===== config.mk =====
export PLATFORM = sky130hd
export DESIGN_NAME = mul_div_unit_flat
export DESIGN_NICKNAME = d
export VERILOG_FILES = /design/src/rtl/mul_div_unit_pkg.sv /design/src/rtl/mul_div_unit_if.sv /design/src/rtl/mul_div_unit_div_core.sv /design/src/rtl/mul_div_unit.sv /design/src/flat_wrapper.sv
export SDC_FILE = /design/constraint.sdc
export NUM_CORES = 2
export LEC_CHECK = 0
export CORE_UTILIZATION = 36
export DETAILED_ROUTE_END_ITERATION = 16
export SETUP_SLACK_MARGIN = 0.02
export SYNTH_ARGS = -nofsm -noshare
export SYNTH_HDL_FRONTEND = slang
export SYNTH_SLANG_ARGS = --single-unit

===== constraint.sdc =====
create_clock -name i_clk -period 31.8 [get_ports i_clk]
set_input_delay 6.36 -clock i_clk [delete_from_list [all_inputs] [get_ports i_clk]]
set_output_delay 6.36 -clock i_clk [all_outputs]
set_load 0.05 [all_outputs]

===== src/rtl/mul_div_unit_pkg.sv =====
// Shared op codes, FSM states, bus width and sign helpers for the HI/LO multiply/divide unit.
// Optional iterative multiply is selected by MUL_ITER_EN in the unit and its datapath core.
package mul_div_unit_pkg;

    localparam int HILO_BUS_WD = 66;

    localparam logic [1:0] MD_MULT  = 2'b00;
    localparam logic [1:0] MD_MULTU = 2'b01;
    localparam logic [1:0] MD_DIV   = 2'b10;
    localparam logic [1:0] MD_DIVU  = 2'b11;

    typedef enum logic [1:0] {
        ST_IDLE = 2'd0,
        ST_MUL  = 2'd1,
        ST_DIV  = 2'd2,
        ST_DONE = 2'd3
    } md_state_e;

    function automatic logic [31:0] mag32(input logic [31:0] v, input logic is_signed);
        return (is_signed && v[31]) ? (~v + 32'd1) : v;
    endfunction

    // Applies operand signs to an unsigned result: {HI, LO} = {rem, quot} or the 64-bit product.
    function automatic logic [63:0] sign_fix(input logic [1:0] op, input logic [31:0] a,
                                             input logic [31:0] b, input logic [63:0] raw);
        logic        neg_q;
        logic        neg_r;
        logic [63:0] res;
        neg_q = ~op[0] & (a[31] ^ b[31]);
        neg_r = ~op[0] & a[31];
        res   = raw;
        if (!op[1]) begin
            res = neg_q ? (~raw + 64'd1) : raw;
        end else begin
            res[31:0]  = neg_q ? (~raw[31:0] + 32'd1) : raw[31:0];
            res[63:32] = neg_r ? (~raw[63:32] + 32'd1) : raw[63:32];
        end
        return res;
    endfunction

endpackage


===== src/rtl/mul_div_unit_if.sv =====
// EX-stage <-> mul/div unit bundle: request side plus stall, result pulse and HI/LO write bus.
interface mul_div_unit_if;
    import mul_div_unit_pkg::*;

    logic                   start;
    logic [1:0]             op;
    logic [31:0]            src1;
    logic [31:0]            src2;
    logic                   cancel;
    logic                   stallreq;
    logic                   done;
    logic [31:0]            hi_o;
    logic [31:0]            lo_o;
    logic [HILO_BUS_WD-1:0] hilo_bus;

    modport master (
        output start, op, src1, src2, cancel,
        input  stallreq, done, hi_o, lo_o, hilo_bus
    );

    modport slave (
        input  start, op, src1, src2, cancel,
        output stallreq, done, hi_o, lo_o, hilo_bus
    );

endinterface


===== src/rtl/mul_div_unit_div_core.sv =====
// Restoring radix-2 divider: 32 steps after the load edge; o_done flags the last step's cycle.
// With MUL_ITER_EN the same shift register and 33-bit adder also run a shift-add multiply.
module div_core (
    input  logic        i_clk,
    input  logic        i_rst,
    input  logic        i_start,
    input  logic        i_cancel,
`ifdef MUL_ITER_EN
    input  logic        i_mul,
`endif
    input  logic [31:0] i_opa,
    input  logic [31:0] i_opb,
    output logic        o_done,
    output logic [63:0] o_res
);

    logic        r_busy;
    logic [4:0]  r_cnt;
    logic [63:0] r_rq;
    logic [31:0] r_opb;
    logic        w_mul;
    logic        w_cin;
    logic [32:0] w_add_a;
    logic [32:0] w_add_b;
    logic [32:0] w_sum;
    logic [63:0] w_rq_nxt;

`ifdef MUL_ITER_EN
    logic r_mul;
    assign w_mul = r_mul;
`else
    assign w_mul = 1'b0;
`endif

    // Divide: {rem, quot} shifts left and the adder subtracts; multiply: {acc, mplier} shifts right.
    always_comb begin
        w_add_a = r_rq[63:31];
        w_add_b = ~{1'b0, r_opb};
        w_cin   = 1'b1;
        if (w_mul) begin
            w_add_a = {1'b0, r_rq[63:32]};
            w_add_b = r_rq[0] ? {1'b0, r_opb} : 33'd0;
            w_cin   = 1'b0;
        end
        w_sum = w_add_a + w_add_b + {32'd0, w_cin};
        if (w_mul)
            w_rq_nxt = {w_sum, r_rq[31:1]};
        else if (!w_sum[32])
            w_rq_nxt = {w_sum[31:0], r_rq[30:0], 1'b1};
        else
            w_rq_nxt = {r_rq[62:0], 1'b0};
    end

    assign o_done = r_busy & (r_cnt == 5'd31);
    assign o_res  = w_rq_nxt;

    always_ff @(posedge i_clk) begin
        if (i_rst) begin
            r_busy <= 1'b0;
            r_cnt  <= 5'd0;
            r_rq   <= 64'd0;
            r_opb  <= 32'd0;
`ifdef MUL_ITER_EN
            r_mul  <= 1'b0;
`endif
        end else if (i_cancel) begin
            r_busy <= 1'b0;
        end else if (i_start) begin
            r_busy <= 1'b1;
            r_cnt  <= 5'd0;
            r_rq   <= {32'd0, i_opa};
            r_opb  <= i_opb;
`ifdef MUL_ITER_EN
            r_mul  <= i_mul;
`endif
        end else if (r_busy) begin
            r_rq  <= w_rq_nxt;
            r_cnt <= r_cnt + 5'd1;
            if (r_cnt == 5'd31)
                r_busy <= 1'b0;
        end
    end

endmodule


===== src/rtl/mul_div_unit.sv =====
// MULT/MULTU/DIV/DIVU unit: DIV done in cycle 33, MUL in cycle 2 (cycle 33 with MUL_ITER_EN).
// Stalls EX from acceptance until DONE; cancel or rst abort silently, rst also clears HI/LO.
module mul_div_unit
    import mul_div_unit_pkg::*;
(
    input  logic               i_clk,
    input  logic               i_rst,
    mul_div_unit_if.slave      md
);

    md_state_e   r_state;
    logic [1:0]  r_op;
    logic [31:0] r_src1;
    logic [31:0] r_src2;
    logic [31:0] r_hi;
    logic [31:0] r_lo;
    logic        r_done;

    logic        w_accept;
    logic        w_core_start;
    logic        w_core_done;
    logic [31:0] w_mag1_in;
    logic [31:0] w_mag2_in;
    logic [63:0] w_core_res;
    logic [63:0] w_div_res;
    logic [63:0] w_mul_res;

    assign w_accept  = (r_state == ST_IDLE) & md.start & ~md.cancel;
    assign w_mag1_in = mag32(md.src1, ~md.op[0]);
    assign w_mag2_in = mag32(md.src2, ~md.op[0]);

`ifdef MUL_ITER_EN
    assign w_core_start = w_accept;
    assign w_mul_res    = sign_fix(r_op, r_src1, r_src2, w_core_res);
`else
    logic [31:0] w_mag1;
    logic [31:0] w_mag2;
    assign w_core_start = w_accept & md.op[1];
    assign w_mag1       = mag32(r_src1, ~r_op[0]);
    assign w_mag2       = mag32(r_src2, ~r_op[0]);
    assign w_mul_res    = sign_fix(r_op, r_src1, r_src2, {32'd0, w_mag1} * {32'd0, w_mag2});
`endif

    // Divide by zero bypasses sign handling: quotient all ones, remainder is the raw dividend.
    assign w_div_res = (r_src2 == 32'd0) ? {r_src1, 32'hFFFF_FFFF}
                                         : sign_fix(r_op, r_src1, r_src2, w_core_res);

    div_core u_div_core (
        .i_clk    (i_clk),
        .i_rst    (i_rst),
        .i_start  (w_core_start),
        .i_cancel (md.cancel),
`ifdef MUL_ITER_EN
        .i_mul    (~md.op[1]),
`endif
        .i_opa    (w_mag1_in),
        .i_opb    (w_mag2_in),
        .o_done   (w_core_done),
        .o_res    (w_core_res)
    );

    always_ff @(posedge i_clk) begin
        if (i_rst) begin
            r_state <= ST_IDLE;
            r_op    <= 2'd0;
            r_src1  <= 32'd0;
            r_src2  <= 32'd0;
            r_hi    <= 32'd0;
            r_lo    <= 32'd0;
            r_done  <= 1'b0;
        end else if (md.cancel) begin
            r_state <= ST_IDLE;
            r_done  <= 1'b0;
        end else begin
            r_done <= 1'b0;
            case (r_state)
                ST_IDLE: begin
                    if (md.start) begin
                        r_op    <= md.op;
                        r_src1  <= md.src1;
                        r_src2  <= md.src2;
                        r_state <= md.op[1] ? ST_DIV : ST_MUL;
                    end
                end
                ST_MUL: begin
`ifdef MUL_ITER_EN
                    if (w_core_done) begin
                        {r_hi, r_lo} <= w_mul_res;
                        r_done       <= 1'b1;
                        r_state      <= ST_DONE;
                    end
`else
                    {r_hi, r_lo} <= w_mul_res;
                    r_done       <= 1'b1;
                    r_state      <= ST_DONE;
`endif
                end
                ST_DIV: begin
                    if (w_core_done) begin
                        {r_hi, r_lo} <= w_div_res;
                        r_done       <= 1'b1;
                        r_state      <= ST_DONE;
                    end
                end
                ST_DONE: r_state <= ST_IDLE;
                default: r_state <= ST_IDLE;
            endcase
        end
    end

    assign md.stallreq = ~i_rst & (w_accept | (r_state == ST_MUL) | (r_state == ST_DIV));
    assign md.done     = r_done;
    assign md.hi_o     = r_hi;
    assign md.lo_o     = r_lo;
    assign md.hilo_bus = {r_done, r_done, r_hi, r_lo};

endmodule


===== src/flat_wrapper.sv =====
// flat-port wrapper written by rule: the top's interface ports become plain ports
module mul_div_unit_flat import mul_div_unit_pkg::*;
  (i_clk, i_rst, md_start, md_op, md_src1, md_src2, md_cancel, md_stallreq, md_done, md_hi_o, md_lo_o, md_hilo_bus);
  mul_div_unit_if md_i ();
  input  logic i_clk;
  input  logic i_rst;
  input wire logic [$bits(md_i.start)-1:0] md_start;
  input wire logic [$bits(md_i.op)-1:0] md_op;
  input wire logic [$bits(md_i.src1)-1:0] md_src1;
  input wire logic [$bits(md_i.src2)-1:0] md_src2;
  input wire logic [$bits(md_i.cancel)-1:0] md_cancel;
  output wire logic [$bits(md_i.stallreq)-1:0] md_stallreq;
  output wire logic [$bits(md_i.done)-1:0] md_done;
  output wire logic [$bits(md_i.hi_o)-1:0] md_hi_o;
  output wire logic [$bits(md_i.lo_o)-1:0] md_lo_o;
  output wire logic [$bits(md_i.hilo_bus)-1:0] md_hilo_bus;
  assign md_i.start = md_start;
  assign md_i.op = md_op;
  assign md_i.src1 = md_src1;
  assign md_i.src2 = md_src2;
  assign md_i.cancel = md_cancel;
  assign md_stallreq = md_i.stallreq;
  assign md_done = md_i.done;
  assign md_hi_o = md_i.hi_o;
  assign md_lo_o = md_i.lo_o;
  assign md_hilo_bus = md_i.hilo_bus;
  mul_div_unit u_core (.i_clk(i_clk), .i_rst(i_rst), .md(md_i));
endmodule

# Word level (Yosys, flattened, before mapping)
# Cells that the tools add are included.
# word_totals
register_bits	235
latch_bits	0
ramBits	0
mem_bits_ro	0
in_bits	70
output_inout_bits	132
n_memories	0
# op_classes
n_addsub	13
n_mul	1
div	0
order_cmp	0
n_eq_ne	6
n_shift	0
mux	31
bitwise_logic	25
n_reduce_logical	14
# op_table
cell	count
64-bit 2-to-1 mux	8
32-bit 2-to-1 mux	10
32-bit by 1-bit adder with 32-bit output (second input constant)	8
32-bit inverter	8
64-bit by 1-bit adder with 64-bit output (second input constant)	2
64-bit inverter	2
32-bit case mux with 2 select lines	2
32-bit by 32-bit multiplier with 64-bit output	1
33-bit by 1-bit adder with 33-bit output (second input constant)	1
33-bit adder	1
32-bit inverter with 33-bit output	1
32-bit zero test	1
5-bit 2-to-1 mux	2
2-bit case mux with 4 select lines	1
1-bit bitwise AND	7
2-bit 2-to-1 mux	3
2-bit AND reduction	3
3-bit AND reduction	2
5-bit by 1-bit adder with 5-bit output (second input constant)	1
5-bit equality test (second input constant)	1
2-bit equality test (second input constant)	2
1-bit logical AND	4
1-bit 2-to-1 mux	4
2-bit inequality test (second input constant)	2
8 further kinds	13

# Logic depth before layout (Yosys ltp)
# logic_depth
word_depth	11
depth_mapped	44

# By module
# A second synthesis with hierarchy kept.
# hier_totals
cells_unflattened	6481
hier_area_um2	52145.0
# modules_own_cells
mod	instances	cells_per_inst	area_per_inst_um2	seq_area_each_um2
mul_div_unit	1	5712	45768.9	2662.6
div_core	1	769	6376.1	2042.0

# Least setup slack after synthesis
# Ideal clock, no wire load.
# synth_timing
kind	input to output
start	input md_cancel
end	output md_stallreq
arrival_time_ps	7922
t_required_ps	25440
slack_ps	17518
cell_stages	5
n_path_buf	3
path_cell_list	clkbuf_1 > or3_1 > clkbuf_1 > clkbuf_1 > a21oi_1
# synth_via
elab_chain_cells	5
# synth_rtl
item	line_no	source
start: declaration	flat_wrapper.sv:11	input wire logic [$bits(md_i.cancel)-1:0] md_cancel;
1-bit inverter (no source line)	n/a	
1-bit bitwise AND	mul_div_unit.sv:28	assign w_accept = (r_state == ST_IDLE) & md.start & ~md.cancel;
1-bit OR (2 in series)	mul_div_unit.sv:111	assign md.stallreq = ~i_rst & (w_accept | (r_state == ST_MUL) | (r_state == ST_DIV));
1-bit bitwise AND	mul_div_unit.sv:111	
end: declaration	flat_wrapper.sv:12	output wire logic [$bits(md_i.stallreq)-1:0] md_stallreq;
# Every way passes these cells.

# Final worst setup path
# Same ends and word-level chain as after synthesis.

==> impl_metrics.py <==
metrics = {
    "status": {
        "status": "completed",
    },
    "sta": {
        "worstMarginPinSlew_ns": 1.329,
        "rsz0062_at_grt": "false",
        "final_hold_viol_count": 0,
        "max_slew_margin": 0.1121,
        "period_share": 0.4846,
        "fin_skew_ns": 0.04643,
        "tns_ns": 0,
        "max_freq_mhz": 64.89,
        "hold_slack_ns": 0.4619,
        "setup_viol": 0,
        "fin_crit_ns": 15.41,
        "slew_violations": 0,
        "finalWorstSetupSlack_ns": 16.39,
    },
    "final_layout": {
        "nFillCells": 14510,
        "multiInputGateArea_um2": 42070,
        "final_cells": 8339,
        "post-route-util": 0.4001,
        "area_growth_pct": 9.738,
        "final_area_um2": 56850,
        "layout-drive-gt1-share": 0.04825,
        "nets": 7701,
        "final_cell_mix": "inv_1, nand2_1, fa_1, nor2_1, a21oi_1",
        "regArea_um2": 4705,
        "layout_commonest_cell": "inv_1",
    },
    "synthesis": {
        "ys_seq_area_frac": 0.09081,
        "synth_top_family_by_area": "adder cells",
        "synth-edff-count": 0,
        "synth_nets": 7772,
        "synthAdderAreaFrac": 0.4210,
        "synthDistinctLibCells": 98,
        "syn_area_per_cell_um2": 7.974,
        "synthMuxAreaShare": 0.007439,
        "yosys.area_share.simple": 0.1845,
        "ys.flop_type": "dfxtp_1",
        "synth-seq-cells": 235,
        "synth_area_um2": 51810,
        "synthCells": 6497,
        "yosys_warnings": 0,
        "synth_xor_xnor_area_share": 0.05917,
        "synth-compound-area-share": 0.1279,
        "synthArstFlopShare": 0,
    },
    "setup_path": {
        "rr_startpoint": "u_core.r_src2[0]",
        "cp-startpoint": "md_cancel",
        "ff2ff_path_depth": 37,
        "arrival_ns": 9.05,
        "r2r-end": "u_core.md.hi_o[31]",
        "startpoint_type": "primary input",
        "critPathMaxFanout": 67,
        "required_ns": 25.44,
        "critPathCaptureType": "primary output",
        "critical_path_class": "primary input to primary output",
        "r2r_setup_slack_ns": 18.06,
    },
    "placed_design": {
        "port_buffers": 201,
        "place_congestion": 0.9800,
        "preCtsSetupSlack_ns": 16.39,
        "place_hpwl_um": 153000,
        "place_area_um2": 55900,
        "dp_cells": 8287,
    },
    "floorplanning": {
        "core_um2": 142100,
        "start_util": 0.3646,
        "die-area_um2": 145400,
        "die_w_um": 381.4,
        "rows": 138,
        "fp.dieH_um": 381.4,
        "ios": 202,
    },
    "run": {
        "max-cap-violations": 0,
    },
    "power_and_ir_drop": {
        "leakagePower_nw": 25.08,
        "ir_drop_v": 0.00004358,
        "power_mw": 1.997,
        "p_per_area_nw_per_um2": 35.13,
    },
    "grt": {
        "grt_max_degree": 121,
        "grt_util_met2": 0.4156,
        "grtUsageMet3": 0.02836,
        "antenna_found_initial": 5,
        "track_usage": 0.2582,
        "grt_overflow": 0,
        "busiest_layer": "met2",
        "grt_pass1_wl_um": 288700,
        "grt_use_met1": 0.3503,
        "grt_pass1_vias": 45990,
    },
    "routing": {
        "drc": 0,
        "via_per_inst": 5.508,
        "wl_um": 188800,
        "antenna_left": 0,
        "avgRoutedWirePerCell_um": 22.64,
        "firstDrtPassIters": 6,
        "dr.first_iter.drc_count": 4163,
        "vias": 45930,
    },
    "cts": {
        "cts_tree": "done",
        "cts_resized": 0,
        "clockBufferDepth": 3,
        "cts.sinks": 235,
        "htree_levels": 1,
        "cts.hold.buffers_added": 0,
        "clock_latency_ns": 0.61,
        "cts_root_buf": "clkbuf_16",
        "clk_pin_slew_ns": 0.05,
        "cts_made_buffers": 27,
        "cts_setup_buffers": 0,
    },
    "hold_path": {
        "hold_end": "u_core.u_div_core.r_cnt[4]",
        "min_path_type": "flop to flop",
        "min_from": "u_core.u_div_core.r_cnt[4]",
        "hold_depth": 2,
    },
}
## cell families after synthesis
family,after synthesis
and+or+nand+nor,2234
buffers and inverters,1423
adders and majority gates,1205
AOI/OAI and AO/OA,1012
xor gates and xnor gates,350
DFF,235
muxes,38
## worst max-delay path by stage
stage,end,slack [ns],cells past startpoint
4_1_cts,md_stallreq,16.39,5
2_1_floorplan,md_stallreq,17.52,5
5_1_grt,md_stallreq,16.32,5
6_report,md_stallreq,16.39,5
3_5_place_dp,md_stallreq,16.39,5
3_3_place_gp,md_stallreq,16.36,5
## layer usage
metal,vias up,share of wire
li1,20450,-
met1,23190,0.42
met2,1900,0.46
met3,384,0.072
met4,2,0.050
met5,-,0.000069
## worst max-delay path, cell delays in order
cell	delay, ns
clkdlybuf4s50_1	0.62
or3_2	0.49
buf_4	0.33
a21oi_1	0.34
clkdlybuf4s50_1	0.85
## power by group
group / switching [mW] / total (mW) / internal, mW / leakage (nW)
registers: 0.0272 / 0.336 / 0.309 / 1.91
logic: 0.894 / 1.32 / 0.430 / 22.7
clock network: 0.141 / 0.338 / 0.197 / 0.465
total: 1.06 / 2.00 / 0.935 / 25.1
## cell type report
cell class / count / area share
inverters: 982 / 0.06484
clock buffers: 42 / 0.01464
repair buffers: 341 / 0.05412
multi-input cells: 4839 / 0.7400
clock inverters: 7 / 0.001893
well taps: 1890 / 0.04160
diodes: 3 / 0.0001321
flip-flops and latches: 235 / 0.08275
## cells in the mapped netlist (all sizes together), types with 14 or more instances
cell / number / area (µm²)
nor4: 42 / 269.0
a211oi: 84 / 640.6
mux2i: 34 / 340.3
o21bai: 15 / 112.6
o31ai: 41 / 327.8
a21o: 46 / 345.3
and3: 26 / 162.7
buf: 110 / 728.2
o41ai: 14 / 137.6
a21boi: 16 / 123.9
xor2: 157 / 1375
fa: 897 / 17960
a31oi: 34 / 219.0
inv: 982 / 3686
clkbuf: 331 / 1242
nand2: 922 / 3463
ha: 308 / 3854
nand4: 59 / 381.6
dfxtp: 235 / 4705
o21ai: 187 / 935.9
nor2: 856 / 3216
nand3: 38 / 190.2
xnor2: 193 / 1690
o221ai: 37 / 330.3
or3: 30 / 192.7
nor3: 92 / 493.0
o21a: 28 / 210.2
and2: 39 / 244.0
o211ai: 40 / 300.3
a311oi: 37 / 324.1
a21oi: 330 / 1663
or2: 14 / 87.59
nand2b: 39 / 244.0
or4: 24 / 191.4
## state kept, by name, summed over array words and instances (netlist names)
name / cells
u_core.u_div_core.r_cnt: 5
u_core.u_div_core.r_opb: 32
u_core.r_op: 2
u_core.u_div_core.r_rq: 64
u_core.r_src1: 32
u_core.md.hi_o: 32
u_core.r_state: 2
u_core.md.done: 1
u_core.r_src2: 32
u_core.md.lo_o: 32
u_core.u_div_core.r_busy: 1
No activity file was read; power rests on OpenSTA's default activity.
